$ cat src/rtl/instr_loader_pkg.sv
// Shared definitions for the instruction loader: format codes, the R-type
// opcode (same value the core's control decoder uses), loader state encodings
// and the field-level request payload.
package instr_loader_pkg;

    localparam int unsigned WORD_W = 32;

    localparam logic [1:0] FMT_R   = 2'b00;
    localparam logic [1:0] FMT_I   = 2'b01;
    localparam logic [1:0] FMT_J   = 2'b10;
    localparam logic [1:0] FMT_BAD = 2'b11;

    localparam logic [5:0] OPCODE_RTYPE = 6'h00;

    typedef enum logic [2:0] {
        ST_IDLE  = 3'd0,
        ST_LOAD  = 3'd1,
        ST_DRAIN = 3'd2,
        ST_DONE  = 3'd3,
        ST_ERR   = 3'd4
    } state_e;

    typedef struct packed {
        logic [1:0]  fmt;
        logic [5:0]  opcode;
        logic [4:0]  rs;
        logic [4:0]  rt;
        logic [4:0]  rd;
        logic [4:0]  shamt;
        logic [5:0]  func;
        logic [15:0] imm;
        logic [25:0] target;
    } instr_req_t;

endpackage

$ cat src/rtl/instr_encode.sv
// Combinational MIPS field packer.
//   req       : field-level request (format selects which fields are used)
//   word_c    : packed 32-bit instruction word (0 for an illegal format)
//   illegal_c : high when the format code is the reserved value
module instr_encode
    import instr_loader_pkg::*;
(
    input  instr_req_t        req,
    output logic [WORD_W-1:0] word_c,
    output logic              illegal_c
);

    always_comb begin
        word_c    = '0;
        illegal_c = 1'b0;
        case (req.fmt)
            // R-type always carries the R-type opcode regardless of the request.
            FMT_R:   word_c = {OPCODE_RTYPE, req.rs, req.rt, req.rd, req.shamt, req.func};
            FMT_I:   word_c = {req.opcode, req.rs, req.rt, req.imm};
            FMT_J:   word_c = {req.opcode, req.target};
            default: illegal_c = 1'b1;
        endcase
    end

endmodule

$ cat src/rtl/instr_loader.sv
// Program loader: accepts field-level instruction requests, encodes them and
// writes them sequentially into instruction memory while stalling the core.
//   clk, reset           : clock, synchronous active-high reset
//   start, finish        : open / close a load session
//   in_valid, in_ready   : request handshake; fmt..target are the fields
//   imem_we/addr/wdata   : instruction-memory write port (one-entry write stage)
//   cpu_hold             : core stall, high from start until the session is done
//   count, done, err     : words written, session complete, sticky error
module instr_loader
    import instr_loader_pkg::*;
#(
    parameter int unsigned DEPTH_LOG2 = 6,
    parameter int unsigned BASE_ADDR  = 0
) (
    input  logic                  clk,
    input  logic                  reset,
    input  logic                  start,
    input  logic                  finish,
    input  logic                  in_valid,
    output logic                  in_ready,
    input  logic [1:0]            fmt,
    input  logic [5:0]            opcode,
    input  logic [4:0]            rs,
    input  logic [4:0]            rt,
    input  logic [4:0]            rd,
    input  logic [4:0]            shamt,
    input  logic [5:0]            func,
    input  logic [15:0]           imm,
    input  logic [25:0]           target,
    output logic                  imem_we,
    output logic [DEPTH_LOG2-1:0] imem_addr,
    output logic [WORD_W-1:0]     imem_wdata,
    output logic                  cpu_hold,
    output logic [DEPTH_LOG2:0]   count,
    output logic                  done,
    output logic                  err
);

    localparam int unsigned CNT_W = DEPTH_LOG2 + 1;
    localparam logic [CNT_W-1:0]      CAPACITY = CNT_W'(1) << DEPTH_LOG2;
    localparam logic [DEPTH_LOG2-1:0] BASE_PTR = DEPTH_LOG2'(BASE_ADDR);

    state_e                state_q, state_d;
    logic [CNT_W-1:0]      acc_q, acc_d;
    logic [CNT_W-1:0]      count_q, count_d;
    logic [DEPTH_LOG2-1:0] ptr_q, ptr_d;
    logic                  we_q, we_d;
    logic [WORD_W-1:0]     wdata_q, wdata_d;
    logic                  in_ready_q, in_ready_d;
    logic                  cpu_hold_q, cpu_hold_d;
    logic                  done_q, done_d;
    logic                  err_q, err_d;

    instr_req_t        req_c;
    logic [WORD_W-1:0] word_c;
    logic              illegal_c;
    logic              accept_c;

    assign req_c = '{fmt: fmt, opcode: opcode, rs: rs, rt: rt, rd: rd,
                     shamt: shamt, func: func, imm: imm, target: target};

    instr_encode u_encode (
        .req       (req_c),
        .word_c    (word_c),
        .illegal_c (illegal_c)
    );

    assign accept_c = in_valid && in_ready_q;

    // Next-state, write stage, pointer and counter update.
    always_comb begin
        state_d = state_q;
        acc_d   = acc_q;
        count_d = count_q;
        ptr_d   = ptr_q;
        we_d    = 1'b0;
        wdata_d = wdata_q;

        // The entry in the write stage is written this cycle and retires at the edge.
        if (we_q) begin
            ptr_d   = ptr_q + DEPTH_LOG2'(1);
            count_d = count_q + CNT_W'(1);
        end

        case (state_q)
            ST_IDLE, ST_DONE, ST_ERR: begin
                if (start) begin
                    state_d = ST_LOAD;
                    acc_d   = '0;
                    count_d = '0;
                    ptr_d   = BASE_PTR;
                end
            end
            ST_LOAD: begin
                if (accept_c) begin
                    if (illegal_c) begin
                        state_d = ST_ERR;
                    end else begin
                        we_d    = 1'b1;
                        wdata_d = word_c;
                        acc_d   = acc_q + CNT_W'(1);
                        if (finish) state_d = ST_DRAIN;
                    end
                end else if (in_valid && (acc_q == CAPACITY)) begin
                    state_d = ST_ERR;
                end else if (finish) begin
                    state_d = ST_DRAIN;
                end
            end
            // Any pending write is in flight during this cycle.
            ST_DRAIN: state_d = ST_DONE;
            default:  state_d = ST_IDLE;
        endcase

        in_ready_d = (state_d == ST_LOAD) && (acc_d < CAPACITY);
        cpu_hold_d = (state_d == ST_LOAD) || (state_d == ST_DRAIN) || (state_d == ST_ERR);
        done_d     = (state_d == ST_DONE);
        err_d      = (state_d == ST_ERR);
    end

    always_ff @(posedge clk) begin
        if (reset) begin
            state_q    <= ST_IDLE;
            acc_q      <= '0;
            count_q    <= '0;
            ptr_q      <= BASE_PTR;
            we_q       <= 1'b0;
            wdata_q    <= '0;
            in_ready_q <= 1'b0;
            cpu_hold_q <= 1'b0;
            done_q     <= 1'b0;
            err_q      <= 1'b0;
        end else begin
            state_q    <= state_d;
            acc_q      <= acc_d;
            count_q    <= count_d;
            ptr_q      <= ptr_d;
            we_q       <= we_d;
            wdata_q    <= wdata_d;
            in_ready_q <= in_ready_d;
            cpu_hold_q <= cpu_hold_d;
            done_q     <= done_d;
            err_q      <= err_d;
        end
    end

    // A write pending when reset arrives is suppressed in the reset cycle itself.
    assign imem_we    = we_q && !reset;
    assign imem_addr  = ptr_q;
    assign imem_wdata = wdata_q;
    assign in_ready   = in_ready_q;
    assign cpu_hold   = cpu_hold_q;
    assign count      = count_q;
    assign done       = done_q;
    assign err        = err_q;

endmodule
$ cat config.mk
export PLATFORM = sky130hd
export DESIGN_NAME = instr_loader
export DESIGN_NICKNAME = d
export VERILOG_FILES = /design/src/rtl/instr_loader_pkg.sv /design/src/rtl/instr_encode.sv /design/src/rtl/instr_loader.sv
export SDC_FILE = /design/constraint.sdc
export NUM_CORES = 1
export LEC_CHECK = 0
export BUFFER_PORTS_ARGS = -buffer_cell sky130_fd_sc_hd__buf_2
export CAP_MARGIN = 20
export CORE_MARGIN = 10
export CORE_UTILIZATION = 38
export DETAILED_ROUTE_END_ITERATION = 10
export GPL_TIMING_DRIVEN = 0
export PLACE_DENSITY = 0.78
export SLEW_MARGIN = 5
export SYNTH_ARGS = -nofsm -noshare
export SYNTH_HDL_FRONTEND = slang
export SYNTH_SLANG_ARGS = --single-unit
export TNS_END_PERCENT = 1
$ cat constraint.sdc
create_clock -name clk -period 1.6 [get_ports clk]
set_input_delay 0.16 -clock clk [delete_from_list [all_inputs] [get_ports clk]]
set_output_delay 0.16 -clock clk [all_outputs]
set_load 0.02 [all_outputs]
==> results <==
- Compared with the post-synthesis result, the final layout area differs by 38.91%.
- The share of post-route cells with drive strength above 1 is 37.15%.
- For this design, the CTS-stage hold fixing added 0 buffers.
- The power density of the placed cells is 854.3 mW/mm2.
- The part of the total power dissipated in the clock network is 38.8%.
- The first detailed-routing pass took 4 iterations.
- Counting distinct cell types in the post-synthesis netlist gives 38.
- Detailed placement finished with a half-perimeter wire length of 7.042 mm.
- Yosys printed 0 warnings.
- The worst hold path class is in2reg.
- After detailed routing, the number of remaining DRC violations is 0.
- The static leakage is 1.701 nW.
- The final layout contains 543 nets.
- Max-cap violations in this run came to 0.
- The sequential cells in the finished layout cover a total of 0.001202 mm2.
- The first global-routing pass estimated 13.54 mm of wire.
- The number of enable flip-flop cells after synthesis is 0.
- 131 I/O pins were placed.
- Of the total synthesized cell area, the portion taken by AND, OR, NAND and NOR gates is 24.81%.
- The portion of synthesized cell area occupied by the leading cell type is 44.53%.
- Once detail routing completed, the nets flagged for antenna violations numbered 0.
- The final critical-path share of the clock period is 96.40%.
- The pin count of the biggest net entering global routing is 14.
- The adder-cell share of the synthesized area is 1.855%.
- The proportion of register bits with asynchronous set or reset after synthesis is 0%.
- The die covers 0.01087 mm2.
- The floorplan has 30 rows.
- The worst setup path is launched from a flop.
- After floorplanning, the core was sized to cover 0.006832 mm2.
- Net switching is 28.57% of the power.
- The XOR/XNOR share of the synthesized area is 4.221%.
- The total instance count after detailed placement is 540.
- The global placement routability congestion is 0.7814.
- Once the floorplan was initialized, standard cells occupied 39.49% of the core.
- The flow ran to the end, and the final reports show no timing, DRC or antenna violations.
- Counting I/O delays and the setup requirement, the final critical path takes 1542 ps.
- The number of clock sinks is 60.
- The total via count in the routed design is 2795.
- The top cell types in the final layout, fill and taps aside, are sky130_fd_sc_hd__buf_2, sky130_fd_sc_hd__nor2_1, sky130_fd_sc_hd__dfxtp_1, sky130_fd_sc_hd__nor3_1, sky130_fd_sc_hd__mux2i_1.
- The floorplan die width is 104.3 um.
- The average size of a mapped cell is 8.564 um2.
- At the later pin of the worst-skew pair, clock insertion delay measures 340 ps.
- The transition time at the pin with the least slew margin is 497.8 ps.
- In this run, the combinational gates consume 12.9% of the power.
- The sequential fraction of the synthesis area is 44.53%.
- The DRC marker count from the first detailed-route iteration is 126.
- The type of destination of the critical path is a flop.
- The per-cell via count in the routed design is 5.000.
- During placement, the flow inserted port buffers numbering 129.
- Ranked by total cell area, the synthesized netlist is headed by sky130_fd_sc_hd__dfxtp_1, sky130_fd_sc_hd__nor2_1, sky130_fd_sc_hd__mux2i_1.
- The final-report max-slew violation count was 0.
- The die is 104.3 um tall.
- Across every metal layer, demand over resource in global routing totals 15.21%.
- In the final routed layout, each cell accounts on average for 15.47 um.
- The critical path data required time is 1860 ps.
- The via count of the first global-routing pass is 2895.
- The net switching power is 0.9145 mW.
- The internal portion of the total power is 2.287 mW.
- Synthesis produced 315 cells.
- The CTS tree is yes.
- The post-route clock skew is 17.00 ps.
- Setup repair after global routing could not meet its margin everywhere.
- In this run the number of H-tree levels came out at 3.
- The dominant combinational cell family by area after synthesis is simple AND/OR/NAND/NOR gates.
- The clock transition at the registers of the reported paths is 80 ps.
- The setup-violating endpoint count in the final report is 0.
- The number of fill cells in the layout is 678.
- The peak supply drop is 0.0004538 V.
- The tree is rooted in a sky130_fd_sc_hd__clkbuf_8.
- Of the total power, registers draw 48.2%.
- The data arrival time of the critical path is 1800 ps.
- Summing all multi-input logic gate instances after layout gives 0.001420 mm2.
- After the flow finishes, the layout carries non-filler instances totaling 559.
- The number of endpoints with negative hold slack in the final report is 0.
- For this run, the leading register cell type out of synthesis is sky130_fd_sc_hd__dfxtp_1.
- The largest area contributor in the netlist is sky130_fd_sc_hd__dfxtp_1.
- The number of antenna diodes in the final layout is 0.
- The post-synthesis compound-gate area fraction is 13.22%.
- Summing every instance area after synthesis gives 0.002698 mm2.
- The number of nets in the synthesized netlist is 400.
- The initial antenna violation count is 0.
- The max-slew headroom at the worst pin is 66.82%.
- The number of buffers created by CTS is 9.
- The clock passes through at most 2 buffers.
- The total overflow left after global routing is 0.
- The worst slack on hold paths is 58.04 ps.
- Leaving out fill and tap cells, the most frequent cell in the layout is sky130_fd_sc_hd__buf_2.
- The biggest fanout along the worst timing path is 6.
- The category of the critical setup timing path is reg2reg.
- The number of register bits inferred by synthesis is 60.
- The aggregate routed wire length is 8.649 mm.
- The mux share of post-synthesis cell area is 7.050%.
- Timing would allow up to 0.6484 GHz.
synth_stat cells (2+ instances only):
master,n
sky130_fd_sc_hd__nand2_1,11
sky130_fd_sc_hd__nor3_1,27
sky130_fd_sc_hd__buf_2,6
sky130_fd_sc_hd__nand3_1,2
sky130_fd_sc_hd__xor2_1,8
sky130_fd_sc_hd__nand2b_1,3
sky130_fd_sc_hd__ha_1,4
sky130_fd_sc_hd__clkbuf_1,13
sky130_fd_sc_hd__nor2_1,75
sky130_fd_sc_hd__a21oi_1,6
sky130_fd_sc_hd__and3_1,2
sky130_fd_sc_hd__o21ai_0,3
sky130_fd_sc_hd__buf_4,3
sky130_fd_sc_hd__nor4_1,2
sky130_fd_sc_hd__a211oi_1,16
sky130_fd_sc_hd__nand4_1,9
sky130_fd_sc_hd__a31oi_1,2
sky130_fd_sc_hd__o21ai_1,2
sky130_fd_sc_hd__a221oi_1,10
sky130_fd_sc_hd__dfxtp_1,60
sky130_fd_sc_hd__a22oi_1,6
sky130_fd_sc_hd__xnor2_1,5
sky130_fd_sc_hd__inv_1,4
sky130_fd_sc_hd__mux2i_1,19
sky130_fd_sc_hd__nor2b_1,4
routing by layer:
metal	vias to the layer above	wire (um)	part of all wire, %	GRT usage [%]
li1	1401	-	-	-
met1	1277	3478	40	15.42
met2	108	4328	50	26.94
met3	9	718	8.3	6.506
met4	0	124	1.4	5.865
met5	-	0	0	0
kinds of logic (layout without fill, tap and decap cells):
group                      count (synthesis)  count (layout)
xor gates and xnor gates                  13              13
muxes                                     19              19
buffers and inverters                     26             174
and+or+nand+nor                          144             144
adders and majority gates                  4               4
AOI/OAI and AO/OA                         49              49
DFF                                       60              60
stage by stage:
| stage | cell area [um2] | power [mW] | worst slack [ps] | util, % | TNS (ps) |
|---|---|---|---|---|---|
| 6_report | 3747 | 3.201 | 57.68 | 54.85 | 0 |
| 2_1_floorplan | 2698 | 1.789 | 141.3 | - | 0 |
| 5_1_grt | 3747 | 3.351 | -53.56 | 54.85 | -98.60 |
| 4_1_cts | 3704 | 3.216 | -0.2857 | 54.21 | -0.2857 |
| 3_3_place_gp | 3463 | 1.954 | -333.5 | 50.70 | -6973 |
| 3_5_place_dp | 3463 | 1.966 | -375.3 | 50.70 | -7951 |
power by group through the flow:
stage	Combinational, mW	Clock (mW)	Sequential [mW]
global route	0.456	1.35	1.55
finish	0.415	1.24	1.54
detailed placement	0.389	0	1.58
global placement	0.379	0	1.57
floorplan	0.184	0	1.60
CTS	0.400	1.27	1.54
final timing paths:
| path | slack, ps | start | endpoint | cells past startpoint |
|---|---|---|---|---|
| worst max register to register | 60 | state_q[1] | acc_q[3] | 5 |
| worst min register to register | 500 | imem_wdata[24] | imem_wdata[24] | 2 |
| worst min-delay path | 60 | opcode[5] | imem_wdata[31] | 3 |
| worst max-delay path | 60 | state_q[1] | acc_q[3] | 5 |
state kept, by name, summed over array words and instances (netlist names):
register and cells:
we_q 1, in_ready 1, imem_addr 6, imem_wdata 32, done 1, acc_q 7, cpu_hold 1, count 7
err 1, state_q 3
final cells by class:
cell class	instances	area share [%]
Timing Repair Buffer	132	17.93
Clock inverter	7	1.536
Multi-Input combinational cell	229	37.90
Tap cell	96	3.205
Inverter	4	0.4007
Sequential cell	60	32.09
Clock buffer	9	3.306
Buffer	22	3.639
critical path, cell delays in order (launching register included):
cell                      delay, ps
sky130_fd_sc_hd__dfxtp_1        360
sky130_fd_sc_hd__or3b_4         430
sky130_fd_sc_hd__o21ai_4        100
sky130_fd_sc_hd__nor2_2          90
sky130_fd_sc_hd__or3_1          340
sky130_fd_sc_hd__a21oi_1        140
repair_timing:
item,in CTS,in global routing
pin swaps,1,4
gates resized for setup,14,10
setup endpoints to repair,43,46
endpoints found under the hold margin,0,0
cloned,0,0
buffers inserted,1,2
Note: power is estimated with default switching activity, not from simulation.
